File: src/rtl/led_indicator_arbiter_pkg.sv
// Shared types for the front-panel LED indicator arbiter.
package ind_pkg;

    typedef enum logic {IDLE_S = 1'b0, SHOW_S = 1'b1} ind_state_t;

    typedef logic [3:0] led_pat_t;

    localparam led_pat_t LED_OFF = 4'b0000;

endpackage

File: src/rtl/led_indicator_arbiter_prio_enc.sv
// Lowest-set-bit priority encoder; index 0 wins, valid flags a non-empty vector.
module ind_prio_enc #(
    parameter int N  = 4,
    parameter int IW = (N > 1) ? $clog2(N) : 1
) (
    input  logic [N-1:0]  vec,
    output logic [IW-1:0] idx,
    output logic          valid
);

    always_comb begin
        idx   = '0;
        valid = 1'b0;
        for (int i = N - 1; i >= 0; i--) begin
            if (vec[i]) begin
                idx   = IW'(i);
                valid = 1'b1;
            end
        end
    end

endmodule

File: src/rtl/led_indicator_arbiter.sv
// Fixed-priority arbiter granting the 4 panel LEDs to one-shot requesters
// for a hold window of sample ticks, with optional blinking.
module led_indicator_arbiter
    import ind_pkg::*;
#(
    parameter int NUM_REQ    = 4,
    parameter int HOLD_W     = 16,
    parameter int HOLD_TICKS = 24000,
    parameter int BLINK_DIV  = 6000
) (
    input  logic                       clk_i,
    input  logic                       srst_i,
    input  logic                       sample_tick_i,
    input  logic [3:0]                 default_leds_i,
    input  logic [NUM_REQ-1:0]         req_i,
    input  logic [4*NUM_REQ-1:0]       pattern_i,
    input  logic [NUM_REQ-1:0]         blink_i,
    output logic [3:0]                 leds_o,
    output logic [$clog2(NUM_REQ)-1:0] owner_o,
    output logic                       busy_o,
    output logic [NUM_REQ-1:0]         grant_o
);

    localparam int OW = $clog2(NUM_REQ);

    ind_state_t         state;
    logic [NUM_REQ-1:0] pending;
    led_pat_t           pat_q [NUM_REQ];
    logic [NUM_REQ-1:0] blink_q;
    logic [HOLD_W-1:0]  hold_cnt;
    logic [HOLD_W-1:0]  blink_cnt;
    logic               phase_dark;
    logic [OW-1:0]      owner_q;

    logic [OW-1:0]      win_idx;
    logic               win_vld;
    logic               do_grant;
    logic               reload;
    logic [OW-1:0]      next_owner;
    logic [NUM_REQ-1:0] win_oh;
    logic [NUM_REQ-1:0] owner_oh;

    // One encoder serves both the idle pick and the preemption test.
    ind_prio_enc #(.N(NUM_REQ), .IW(OW)) u_prio_enc (
        .vec   (pending),
        .idx   (win_idx),
        .valid (win_vld)
    );

    always_comb begin
        do_grant   = win_vld && ((state == IDLE_S) || (win_idx < owner_q));
        next_owner = do_grant ? win_idx : owner_q;
        win_oh     = '0;
        owner_oh   = '0;
        if (do_grant) begin
            win_oh[win_idx] = 1'b1;
        end
        // A request from whoever owns the display after this edge is a refresh, not a new claim.
        if (do_grant || (state == SHOW_S)) begin
            owner_oh[next_owner] = 1'b1;
        end
        reload = do_grant || (|(req_i & owner_oh));
    end

    always_ff @(posedge clk_i) begin
        for (int i = 0; i < NUM_REQ; i++) begin
            if (req_i[i]) begin
                pat_q[i]   <= pattern_i[4*i +: 4];
                blink_q[i] <= blink_i[i];
            end
        end
    end

    always_ff @(posedge clk_i) begin
        if (srst_i) begin
            state      <= IDLE_S;
            pending    <= '0;
            leds_o     <= LED_OFF;
            owner_q    <= '0;
            grant_o    <= '0;
            hold_cnt   <= '0;
            blink_cnt  <= '0;
            phase_dark <= 1'b0;
        end else begin
            pending <= (pending & ~win_oh) | (req_i & ~owner_oh);
            grant_o <= win_oh;

            if (state == SHOW_S) begin
                leds_o <= (blink_q[owner_q] && phase_dark) ? LED_OFF : pat_q[owner_q];
            end else begin
                leds_o <= default_leds_i;
            end

            if (do_grant) begin
                state      <= SHOW_S;
                owner_q    <= win_idx;
                hold_cnt   <= HOLD_W'(HOLD_TICKS);
                blink_cnt  <= '0;
                phase_dark <= 1'b0;
            end else if (state == SHOW_S) begin
                if (reload) begin
                    hold_cnt <= HOLD_W'(HOLD_TICKS);
                end else if (sample_tick_i) begin
                    hold_cnt <= hold_cnt - HOLD_W'(1);
                    if (hold_cnt == HOLD_W'(1)) begin
                        state   <= IDLE_S;
                        owner_q <= '0;
                    end
                end
                if (sample_tick_i) begin
                    if (blink_cnt == HOLD_W'(BLINK_DIV - 1)) begin
                        blink_cnt  <= '0;
                        phase_dark <= ~phase_dark;
                    end else begin
                        blink_cnt <= blink_cnt + HOLD_W'(1);
                    end
                end
            end
        end
    end

    assign busy_o  = (state == SHOW_S);
    assign owner_o = owner_q;

endmodule

File: config.mk
export PLATFORM = sky130hd
export DESIGN_NAME = led_indicator_arbiter
export DESIGN_NICKNAME = d
export VERILOG_FILES = /design/src/rtl/led_indicator_arbiter_pkg.sv /design/src/rtl/led_indicator_arbiter_prio_enc.sv /design/src/rtl/led_indicator_arbiter.sv
export SDC_FILE = /design/constraint.sdc
export NUM_CORES = 1
export LEC_CHECK = 0
export BUFFER_PORTS_ARGS = -buffer_cell sky130_fd_sc_hd__buf_2
export CAP_MARGIN = 10
export CORE_MARGIN = 2
export CORE_UTILIZATION = 42
export DETAILED_ROUTE_END_ITERATION = 16
export PLACE_DENSITY = 0.73
export SLEW_MARGIN = 5
export SYNTH_ARGS = -nofsm -noshare
export SYNTH_HDL_FRONTEND = slang
export SYNTH_SLANG_ARGS = --single-unit
File: constraint.sdc
create_clock -name clk_i -period 2.1 [get_ports clk_i]
set_clock_uncertainty 0.15 [all_clocks]
set_input_delay 0.63 -clock clk_i [delete_from_list [all_inputs] [get_ports clk_i]]
set_output_delay 0.63 -clock clk_i [all_outputs]
set_load 0.005 [all_outputs]
==> impl_metrics.env, run 1 <==
export IMPL_final_common_cell="buf_4"
export IMPL_finalSetupViolations=13
export IMPL_cts_sinks=70
export IMPL_outcome="finished, violations left"
export IMPL_cp_max_fo=5
export IMPL_htreeDepth=3
export IMPL_syn_nets=370
export IMPL_synthCells=336
export IMPL_drc_errors=0
export IMPL_cts_buffers=9
export IMPL_clkLatencyLatePin_ns=0.36
export IMPL_crit_path_end_kind="register"
export IMPL_crit_path_max_incr_delay_ns=0.39
export IMPL_worstSetupPathType="register to register"
export IMPL_synth_warnings=0
export IMPL_ir_worst_vdd_uv=531
export IMPL_synth_area_leader_cell="dfxtp_1"
export IMPL_cts_tree="built"
export IMPL_r2r_end="owner_o[1]"
export IMPL_power_density_mw_per_mm2=960
export IMPL_grt_pass1_wl_um=13200
export IMPL_finalPower_mw=4.19
export IMPL_dp_slack_ns=-0.240
export IMPL_grt_pass1_vias=2917
export IMPL_cp_num_buf_inv=1
export IMPL_track_usage_pct=19.6
export IMPL_place_hpwl_um=5900
export IMPL_r2r_cells=8
export IMPL_drive_above_1_share_pct=38.0
export IMPL_r2r_slack_ns=-0.07
export IMPL_fillers=657
export IMPL_final_core_util_pct=56.8
export IMPL_worst_slack_ns=-0.0697
export IMPL_startpoint_type="register"
export IMPL_antenna_found_initial=0
export IMPL_via_per_inst=5.41
export IMPL_path_clk_slew_ns=0.08
export IMPL_grt_max_degree=17
export IMPL_period_needed_ns=2.17
export IMPL_cp_required_ns=2.22
export IMPL_cts_root_buf="clkbuf_8"
export IMPL_final_nets=471
export IMPL_drv_cap=0
export IMPL_violations="negative setup slack"
export IMPL_fmax_ghz=0.461
export IMPL_path_delay_family="simple AND/OR/NAND/NOR gates"
export IMPL_hp_class="primary input to register"
export IMPL_initial_utilization_pct=43.1
export IMPL_overflow=0
export IMPL_hp_start="pattern_i[12]"
export IMPL_ys_seq_area_share_pct=48.4
export IMPL_period_share_pct=103
export IMPL_synth_area_leaders="dfxtp_1 (30%), edfxtp_1 (18%), nor2_1 (5.3%)"
export IMPL_firstDrtPassIters=4
export IMPL_portBuffers=41
export IMPL_relSlewSlack_pct=73.7
export IMPL_netlist_area_mm2=0.00331
export IMPL_syn_mean_instance_area_um2=9.85
export IMPL_synth_edf_count=20
export IMPL_synth_top_area_share_pct=30.2
export IMPL_die_area_mm2=0.00861
export IMPL_holdWs_ns=0.291
export IMPL_routed_wl_um=8270
export IMPL_drtAntennaViolNets=0
export IMPL_worst_pin_slew_ns=0.392
export IMPL_gp_congestion=0.886
export IMPL_die_h_um=92.8
export IMPL_path_cells="nor2b_4 -> o21ai_4 -> a21oi_4 -> mux2_4 -> buf_6 -> and2_4 -> and3_4 -> o32ai_2"
export IMPL_layout_common_cells="buf_4 (59), nor2_1 (46), dfxtp_1 (46), buf_2 (41), nand2_1 (24)"
export IMPL_area_growth_pct=32.0
export IMPL_p_leak_nw=1.70
export IMPL_first_iter_violations=139
export IMPL_tns_ns=-0.409
export IMPL_hold_path_end="pat_q[3][0]"
export IMPL_synth_main_ff_cell="dfxtp_1"
export IMPL_clock_path_buffers=2
export IMPL_grt_setup_unrepaired="true"
export IMPL_wl_per_cell_um=15.2
export IMPL_r2r_start="busy_o"
export IMPL_ys_async_sr_fraction_pct=0
export IMPL_final_hold_viol_count=0
export IMPL_arrival_ns=2.29
export IMPL_vias=2941
export IMPL_cp_slowest_cell="dfxtp_4"
export IMPL_ys_ff_latch=70
export IMPL_worstHoldPathCells=1
export IMPL_yosysUniqueCellTypes=61
export IMPL_num_rows=32
export IMPL_fp_dieW_um=92.8
export IMPL_boundaryPins=42
export IMPL_coreArea_mm2=0.00769
export IMPL_slew_viol_final=0
export IMPL_antennaDiodeCount=0
## how the worst max path moves through the flow
stage,start,endpoint,cells past startpoint
3_5_place_dp,req_i[0],hold_cnt[12],8
3_3_place_gp,req_i[0],hold_cnt[12],8
6_report,busy_o,owner_o[1],8
2_1_floorplan,sample_tick_i,blink_cnt[13],8
5_1_grt,busy_o,owner_o[0],9
4_1_cts,busy_o,owner_o[1],9
## flip-flops by register name (all words and copies together) (netlist names), named ones only
name        flops
pending         4
owner_o         2
blink_q         4
pat_q          16
phase_dark      1
hold_cnt       16
blink_cnt      16
leds_o          4
busy_o          1
grant_o         4
## per-stage QoR
step                area [um^2]  cells
floorplan                  3310    336
global placement           3970    517
detailed placement         3970    517
CTS                        4230    537
global route               4370    544
finish                     4370    544
## cells in the mapped netlist, types with 4 or more instances
cell type	number
xor2_1	9
o31ai_1	6
clkbuf_1	6
a21oi_1	20
nand3_1	14
nor2_1	47
inv_1	5
xnor2_1	8
or3_1	5
edfxtp_1	20
mux4_2	5
o32ai_1	4
a22oi_1	5
o21ai_0	12
nand2_1	25
nand4_1	6
nand2b_1	4
nor3_1	9
buf_2	5
nor4_1	6
o21ai_1	5
dfxtp_1	50
## power by group
part,switching [mW],internal (mW),total [mW]
clock,0.558,0.430,0.988
combinational,0.779,0.750,1.53
sequential,0.129,1.55,1.67
total,1.47,2.73,4.19
## timing repair
item	in CTS	in global routing
setup endpoints to repair	21	34
hold endpoints to repair	0	0
gates resized for setup	14	22
hold buffers	0	0
pin swaps	10	13
setup buffers	4	7
## per-layer routing
metal / vias up / share of wire, % / wire length, um / track usage [%]
li1: 1431 / - / - / -
met1: 1414 / 43 / 3540 / 23.1
met2: 82 / 50 / 4170 / 33.5
met3: 14 / 5.0 / 416 / 5.53
met4: 0 / 1.7 / 142 / 7.97
met5: - / 0 / 0 / 0
## logic make-up after synthesis
family | Yosys count | synth area share [%]
adder cells (fa/ha/maj) | 3 | 1.13
multiplexers | 8 | 4.46
buffers and inverters | 23 | 3.36
flip-flops | 70 | 48.4
AND/OR/NAND/NOR | 143 | 22.6
XOR/XNOR | 17 | 4.50
AO/OA/AOI/OAI | 72 | 15.5
## layout make-up
cell class,count,area (um^2),area share [%]
multi-input cells,243,1710,39.2
flip-flops and latches,70,1610,36.9
repair buffers,106,716,16.4
well taps,102,128,2.92
clock buffers,9,124,2.84
clock inverters,7,47.5,1.09
inverters,7,28.8,0.659
No activity file was read; power rests on OpenSTA's default activity.
==> inputs of run 2 (changes only) <==
--- a/config.mk
+++ b/config.mk
@@ -5,6 +5,7 @@
 export SDC_FILE = /design/constraint.sdc
 export NUM_CORES = 1
 export LEC_CHECK = 0
+export ABC_CLOCK_PERIOD_IN_PS = 2100
 export BUFFER_PORTS_ARGS = -buffer_cell sky130_fd_sc_hd__buf_2
 export CAP_MARGIN = 10
 export CORE_MARGIN = 2
==> constraint.sdc (replaced) <==
create_clock -name clk_i -period 2.1 [get_ports clk_i]
set_clock_uncertainty 0.15 [all_clocks]
set_input_delay 0 -clock clk_i [delete_from_list [all_inputs] [get_ports clk_i]]
set_output_delay 0 -clock clk_i [all_outputs]
set_load 0.005 [all_outputs]
==> run 2 against run 1 <==
  * The flow still finishes with violations (negative setup slack)
  * Die area unchanged
  * Critical path depth up 1
  * Register-to-register slack lost 0.02 ns
  * Total power grew 4.5%
  * Core utilization rose by 3.9 points
  * Final cell count increased by 3.5%
  * Clock power rose by 7%
  * Flip-flop and latch count stayed put
  * Cell area increased by 6.9%
  * Sequential share of layout area shrank 2.4 points
  * Largest cell class unchanged
  * Largest power group unchanged
  * Highest routed layer unchanged
==> impl_metrics.env, run 2 (synthesized netlist as in run 1, its figures left out) <==
export IMPL_fmax_ghz=0.457
export IMPL_drtAntennaViolNets=0
export IMPL_die_h_um=92.8
export IMPL_clock_path_buffers=2
export IMPL_drive_above_1_share_pct=36.7
export IMPL_finalInstanceArea_mm2=0.00467
export IMPL_htreeDepth=3
export IMPL_drc_errors=0
export IMPL_die_area_mm2=0.00861
export IMPL_fp_dieW_um=92.8
export IMPL_violations="negative setup slack"
export IMPL_cts_buffers=9
export IMPL_place_hpwl_um=6010
export IMPL_initial_utilization_pct=43.1
export IMPL_arrival_ns=2.33
export IMPL_grt_max_degree=27
export IMPL_tns_ns=-0.400
export IMPL_first_iter_violations=229
export IMPL_maxUsedRoutingLayer="met4"
export IMPL_netSwitchingPower_mw=1.60
export IMPL_p_leak_nw=1.81
export IMPL_num_rows=32
export IMPL_p_int_mw=2.78
export IMPL_reg_top3="blink_cnt (16), hold_cnt (16), pat_q (16)"
export IMPL_cp_required_ns=2.24
export IMPL_path_clk_slew_ns=0.09
export IMPL_cp_max_fo=7
export IMPL_grt_setup_unrepaired="true"
export IMPL_cts_sinks=70
export IMPL_antennaDiodeCount=0
export IMPL_wl_per_cell_um=17.4
export IMPL_wl_met1_um=3810
export IMPL_period_needed_ns=2.19
export IMPL_final_hold_viol_count=0
export IMPL_power_frac_clock_pct=24.3
export IMPL_grt_pass1_vias=3214
export IMPL_gp_congestion=0.884
export IMPL_dp_slack_ns=-0.137
export IMPL_grt_pass1_wl_um=15300
export IMPL_slew_viol_final=0
export IMPL_firstDrtPassIters=5
export IMPL_boundaryPins=42
export IMPL_cts_root_buf="clkbuf_8"
export IMPL_wl_met2_um=5180
export IMPL_antenna_found_initial=0
export IMPL_power_density_mw_per_mm2=938
export IMPL_path_cells="nor2b_4 -> buf_6 -> a211oi_4 -> nand2_1 -> mux2i_2 -> o21ai_2 -> buf_4 -> or3_1 -> a21oi_1"
export IMPL_outcome="finished, violations left"
export IMPL_drv_cap=0
export IMPL_ir_worst_vdd_uv=610
export IMPL_switching_share_pct=36.5
export IMPL_portBuffers=41
export IMPL_worstSetupPathType="register to register"
export IMPL_overflow=0
export IMPL_relSlewSlack_pct=62.4
export IMPL_area_growth_pct=41.1
export IMPL_cp_slowest_cell="dfxtp_4"
export IMPL_seq_power_share_pct=38.4
export IMPL_finalSetupViolations=8
export IMPL_period_share_pct=104
export IMPL_final_common_cell="buf_4"
export IMPL_worst_pin_slew_ns=0.564
export IMPL_cts_tree="built"
export IMPL_layout_common_cells="buf_4 (47), dfxtp_1 (45), nor2_1 (44), buf_2 (41), dlygate4sd3_1 (30)"
export IMPL_power_frac_comb_pct=37.3
export IMPL_placed_cell_area_mm2=0.00393
export IMPL_clkLatencyLatePin_ns=0.36
export IMPL_fillers=589
export IMPL_crit_path_end_kind="register"
export IMPL_dr_wl_met3_um=518
export IMPL_coreArea_mm2=0.00769
export IMPL_vias=3182
export IMPL_final_nets=490
export IMPL_crit_path_max_incr_delay_ns=0.36
export IMPL_track_usage_pct=22.9
export IMPL_startpoint_type="register"
export IMPL_worst_slack_ns=-0.0888
export IMPL_routed_wl_um=9820
export IMPL_via_per_inst=5.65
export IMPL_hp_class="primary input to register"
## run 2: area by class of cell
type,instances,area (um^2),share of cell area [%]
Multi-Input combinational cell,243,1780,38.1
Sequential cell,70,1610,34.5
Inverter,7,26.3,0.563
Timing Repair Buffer,125,937,20.1
Tap cell,102,128,2.73
Clock inverter,7,63.8,1.37
Clock buffer,9,124,2.65
## run 2: critical path, delay by kind of cell (launching register included)
family,cells,cell delay [ns]
flip-flops,1,0.36
AO/OA/AOI/OAI,3,0.49
AND/OR/NAND/NOR,3,0.60
multiplexers,1,0.25
buffers and inverters,2,0.27
## run 2: what timing repair did
item / CTS / global route
setup endpoints to repair: 31 / 35
pin swaps: 10 / 9
hold endpoints to repair: 51 / 0
resized for setup: 20 / 32
buffers inserted: 2 / 3
hold buffers: 30 / 0
## run 2: power by group through the flow
stage          clock network, mW  logic, mW  registers (mW)
2_1_floorplan                  0      0.802            1.67
3_3_place_gp                   0       1.26            1.69
3_5_place_dp                   0       1.30            1.69
4_1_cts                     1.06       1.42            1.66
5_1_grt                     1.14       1.75            1.70
6_report                    1.06       1.63            1.68
## run 2: stage by stage
step / instances / total power [mW] / util, % / hold slack [ns]
detailed placement: 512 / 2.99 / 51.1 / 0.0286
floorplan: 336 / 2.47 / - / -0.0511
global placement: 512 / 2.95 / 51.1 / 0.0267
CTS: 560 / 4.15 / 58.6 / 0.198
global route: 563 / 4.59 / 60.7 / 0.196
finish: 563 / 4.38 / 60.7 / 0.202
## run 2: layer usage
metal	track usage (%)	up-vias
li1	-	1467
met3	5.45	38
met1	26.8	1564
met5	0	-
met4	8.95	0
met2	40.3	113
## run 2: worst paths after layout
kind | cells past startpoint | slack (ns) | startpoint | endpoint
max | 9 | -0.09 | busy_o | hold_cnt[5]
min | 2 | 0.20 | pattern_i[2] | pat_q[0][2]
max reg2reg | 9 | -0.09 | busy_o | hold_cnt[5]
min reg2reg | 1 | 0.32 | hold_cnt[10] | hold_cnt[10]
==> inputs of run 3 (changes only) <==
--- a/config.mk
+++ b/config.mk
@@ -6,12 +6,13 @@
 export NUM_CORES = 1
 export LEC_CHECK = 0
 export ABC_CLOCK_PERIOD_IN_PS = 2100
-export BUFFER_PORTS_ARGS = -buffer_cell sky130_fd_sc_hd__buf_2
 export CAP_MARGIN = 10
 export CORE_MARGIN = 2
 export CORE_UTILIZATION = 42
 export DETAILED_ROUTE_END_ITERATION = 16
-export PLACE_DENSITY = 0.73
+export DONT_BUFFER_PORTS = 1
+export PLACE_DENSITY = 0.69
+export REMOVE_ABC_BUFFERS = 1
 export SLEW_MARGIN = 5
 export SYNTH_ARGS = -nofsm -noshare
 export SYNTH_HDL_FRONTEND = slang
==> run 3 against run 2 <==
  * The flow finishes with violations (negative hold slack, negative setup slack)
  * Total power is 4.5% lower
  * Routed wire length is 5.2% lower
  * Fmax is 3.9% lower
==> impl_metrics.env, run 3 (synthesized netlist as in run 1, its figures left out) <==
export IMPL_startpoint="pending[1]"
export IMPL_regArea_mm2=0.00161
export IMPL_multi_input_area_mm2=0.00178
export IMPL_relSlewSlack_pct=64.2
export IMPL_fin_cells=524
export IMPL_track_usage_pct=21.1
export IMPL_outcome="finished, violations left"
export IMPL_fp_dieW_um=92.8
export IMPL_cp_required_ns=2.19
export IMPL_routed_wl_um=9310
export IMPL_cp_max_fo=6
export IMPL_r2r_start="pending[1]"
export IMPL_finalInstanceArea_mm2=0.00448
export IMPL_dp_cells=470
export IMPL_finalSetupViolations=14
export IMPL_worst_slack_ns=-0.177
export IMPL_finalPower_mw=4.18
export IMPL_portBuffers=0
export IMPL_dp_slack_ns=-0.111
export IMPL_initial_utilization_pct=43.1
export IMPL_tns_ns=-0.792
export IMPL_vias=2954
export IMPL_period_needed_ns=2.28
export IMPL_hp_class="primary input to register"
export IMPL_gp_congestion=0.859
export IMPL_holdWs_ns=-0.438
export IMPL_grt_setup_unrepaired="true"
export IMPL_startpoint_type="register"
export IMPL_drv_cap=0
export IMPL_ir_worst_vdd_uv=597
export IMPL_drive_above_1_share_pct=30.6
export IMPL_place_hpwl_um=5590
export IMPL_final_common_cell="buf_4"
export IMPL_slew_viol_final=0
export IMPL_fmax_ghz=0.439
export IMPL_period_share_pct=108
export IMPL_drtAntennaViolNets=0
export IMPL_fillers=614
export IMPL_wl_per_cell_um=17.8
export IMPL_final_hold_viol_count=32
export IMPL_firstDrtPassIters=4
export IMPL_num_rows=32
export IMPL_cts_sinks=70
export IMPL_cts_tree="built"
export IMPL_grt_pass1_wl_um=14200
export IMPL_grt_pass1_vias=2870
export IMPL_first_iter_violations=189
export IMPL_coreArea_mm2=0.00769
export IMPL_reg_top3="blink_cnt (16), hold_cnt (16), pat_q (16)"
export IMPL_path_clk_slew_ns=0.08
export IMPL_via_per_inst=5.64
export IMPL_crit_path_end_kind="register"
export IMPL_worstSetupPathType="register to register"
export IMPL_power_density_mw_per_mm2=934
export IMPL_clkLatencyLatePin_ns=0.35
export IMPL_worst_pin_slew_ns=0.536
export IMPL_cts_buffers=9
export IMPL_antenna_found_initial=0
export IMPL_p_leak_nw=1.64
export IMPL_htreeDepth=3
export IMPL_antennaDiodeCount=0
export IMPL_layout_common_cells="buf_4 (49), nor2_1 (46), dfxtp_1 (46), dlygate4sd3_1 (31), nand2_1 (23)"
export IMPL_die_area_mm2=0.00861
export IMPL_arrival_ns=2.37
export IMPL_die_h_um=92.8
export IMPL_cts_root_buf="clkbuf_8"
export IMPL_boundaryPins=42
export IMPL_drc_errors=0
export IMPL_violations="negative hold slack, negative setup slack"
export IMPL_overflow=0
export IMPL_placed_cell_area_mm2=0.00372
export IMPL_final_nets=451
export IMPL_hp_start="srst_i"
export IMPL_clock_path_buffers=2
export IMPL_grt_max_degree=27
export IMPL_area_growth_pct=35.3
-- run 3: cell count changes in the layout (fill, tap and decap cells not counted), sizes merged --
cell,previous run,this run
buf,95,55
clkinv,1,3
clkinvlp,0,4
dlygate4sd3,30,31
inv,13,7
-- run 3: path summary, 6_finish.rpt --
path | end | slack [ns] | cells past startpoint
setup / recovery | hold_cnt[9] | -0.18 | 8
hold / removal | hold_cnt[14] | -0.44 | 1
setup reg to reg | hold_cnt[9] | -0.18 | 8
hold reg to reg | hold_cnt[10] | 0.33 | 1
-- run 3: critical path, cell delays in order (launching register included) --
cell and delay (ns):
dfxtp_2 0.34, or2_4 0.26, a211oi_4 0.30, nand2_2 0.12
mux2_4 0.32, buf_4 0.15, a211oi_2 0.22, xnor2_1 0.21
nor2_1 0.09
-- run 3: layout make-up --
type	instances	share of cell area [%]
Tap cell	102	2.85
Timing Repair Buffer	86	16.9
Sequential cell	70	35.9
Multi-Input combinational cell	243	39.8
Inverter	7	0.587
Clock buffer	9	2.77
Clock inverter	7	1.15
-- run 3: stage by stage --
stage	utilization [%]	hold WS [ns]
6_report	58.2	-0.438
3_5_place_dp	48.5	-0.0704
3_3_place_gp	48.5	-0.0724
5_1_grt	58.2	-0.458
4_1_cts	55.6	-0.456
2_1_floorplan	-	-0.0809
-- run 3: power breakdown --
group          total, mW  switching, mW  internal, mW
registers           1.68          0.136          1.54
logic               1.53          0.798         0.733
clock network      0.968          0.541         0.427
-- run 3: layer usage --
layer / GRT usage, % / routed length [um] / share of wire [%]
met2: 36.2 / 4830 / 52
met5: 0 / 0 / 0
met3: 4.96 / 459 / 4.9
met4: 8.21 / 285 / 3.1
met1: 25.5 / 3740 / 40
-- run 3: what timing repair did --
action / CTS / global route
pin swaps: 10 / 24
hold buffers: 30 / 1
endpoints found under the setup margin: 29 / 37
cloned: 0 / 0
resized for setup: 14 / 35
endpoints found under the hold margin: 72 / 37
buffers inserted: 2 / 5
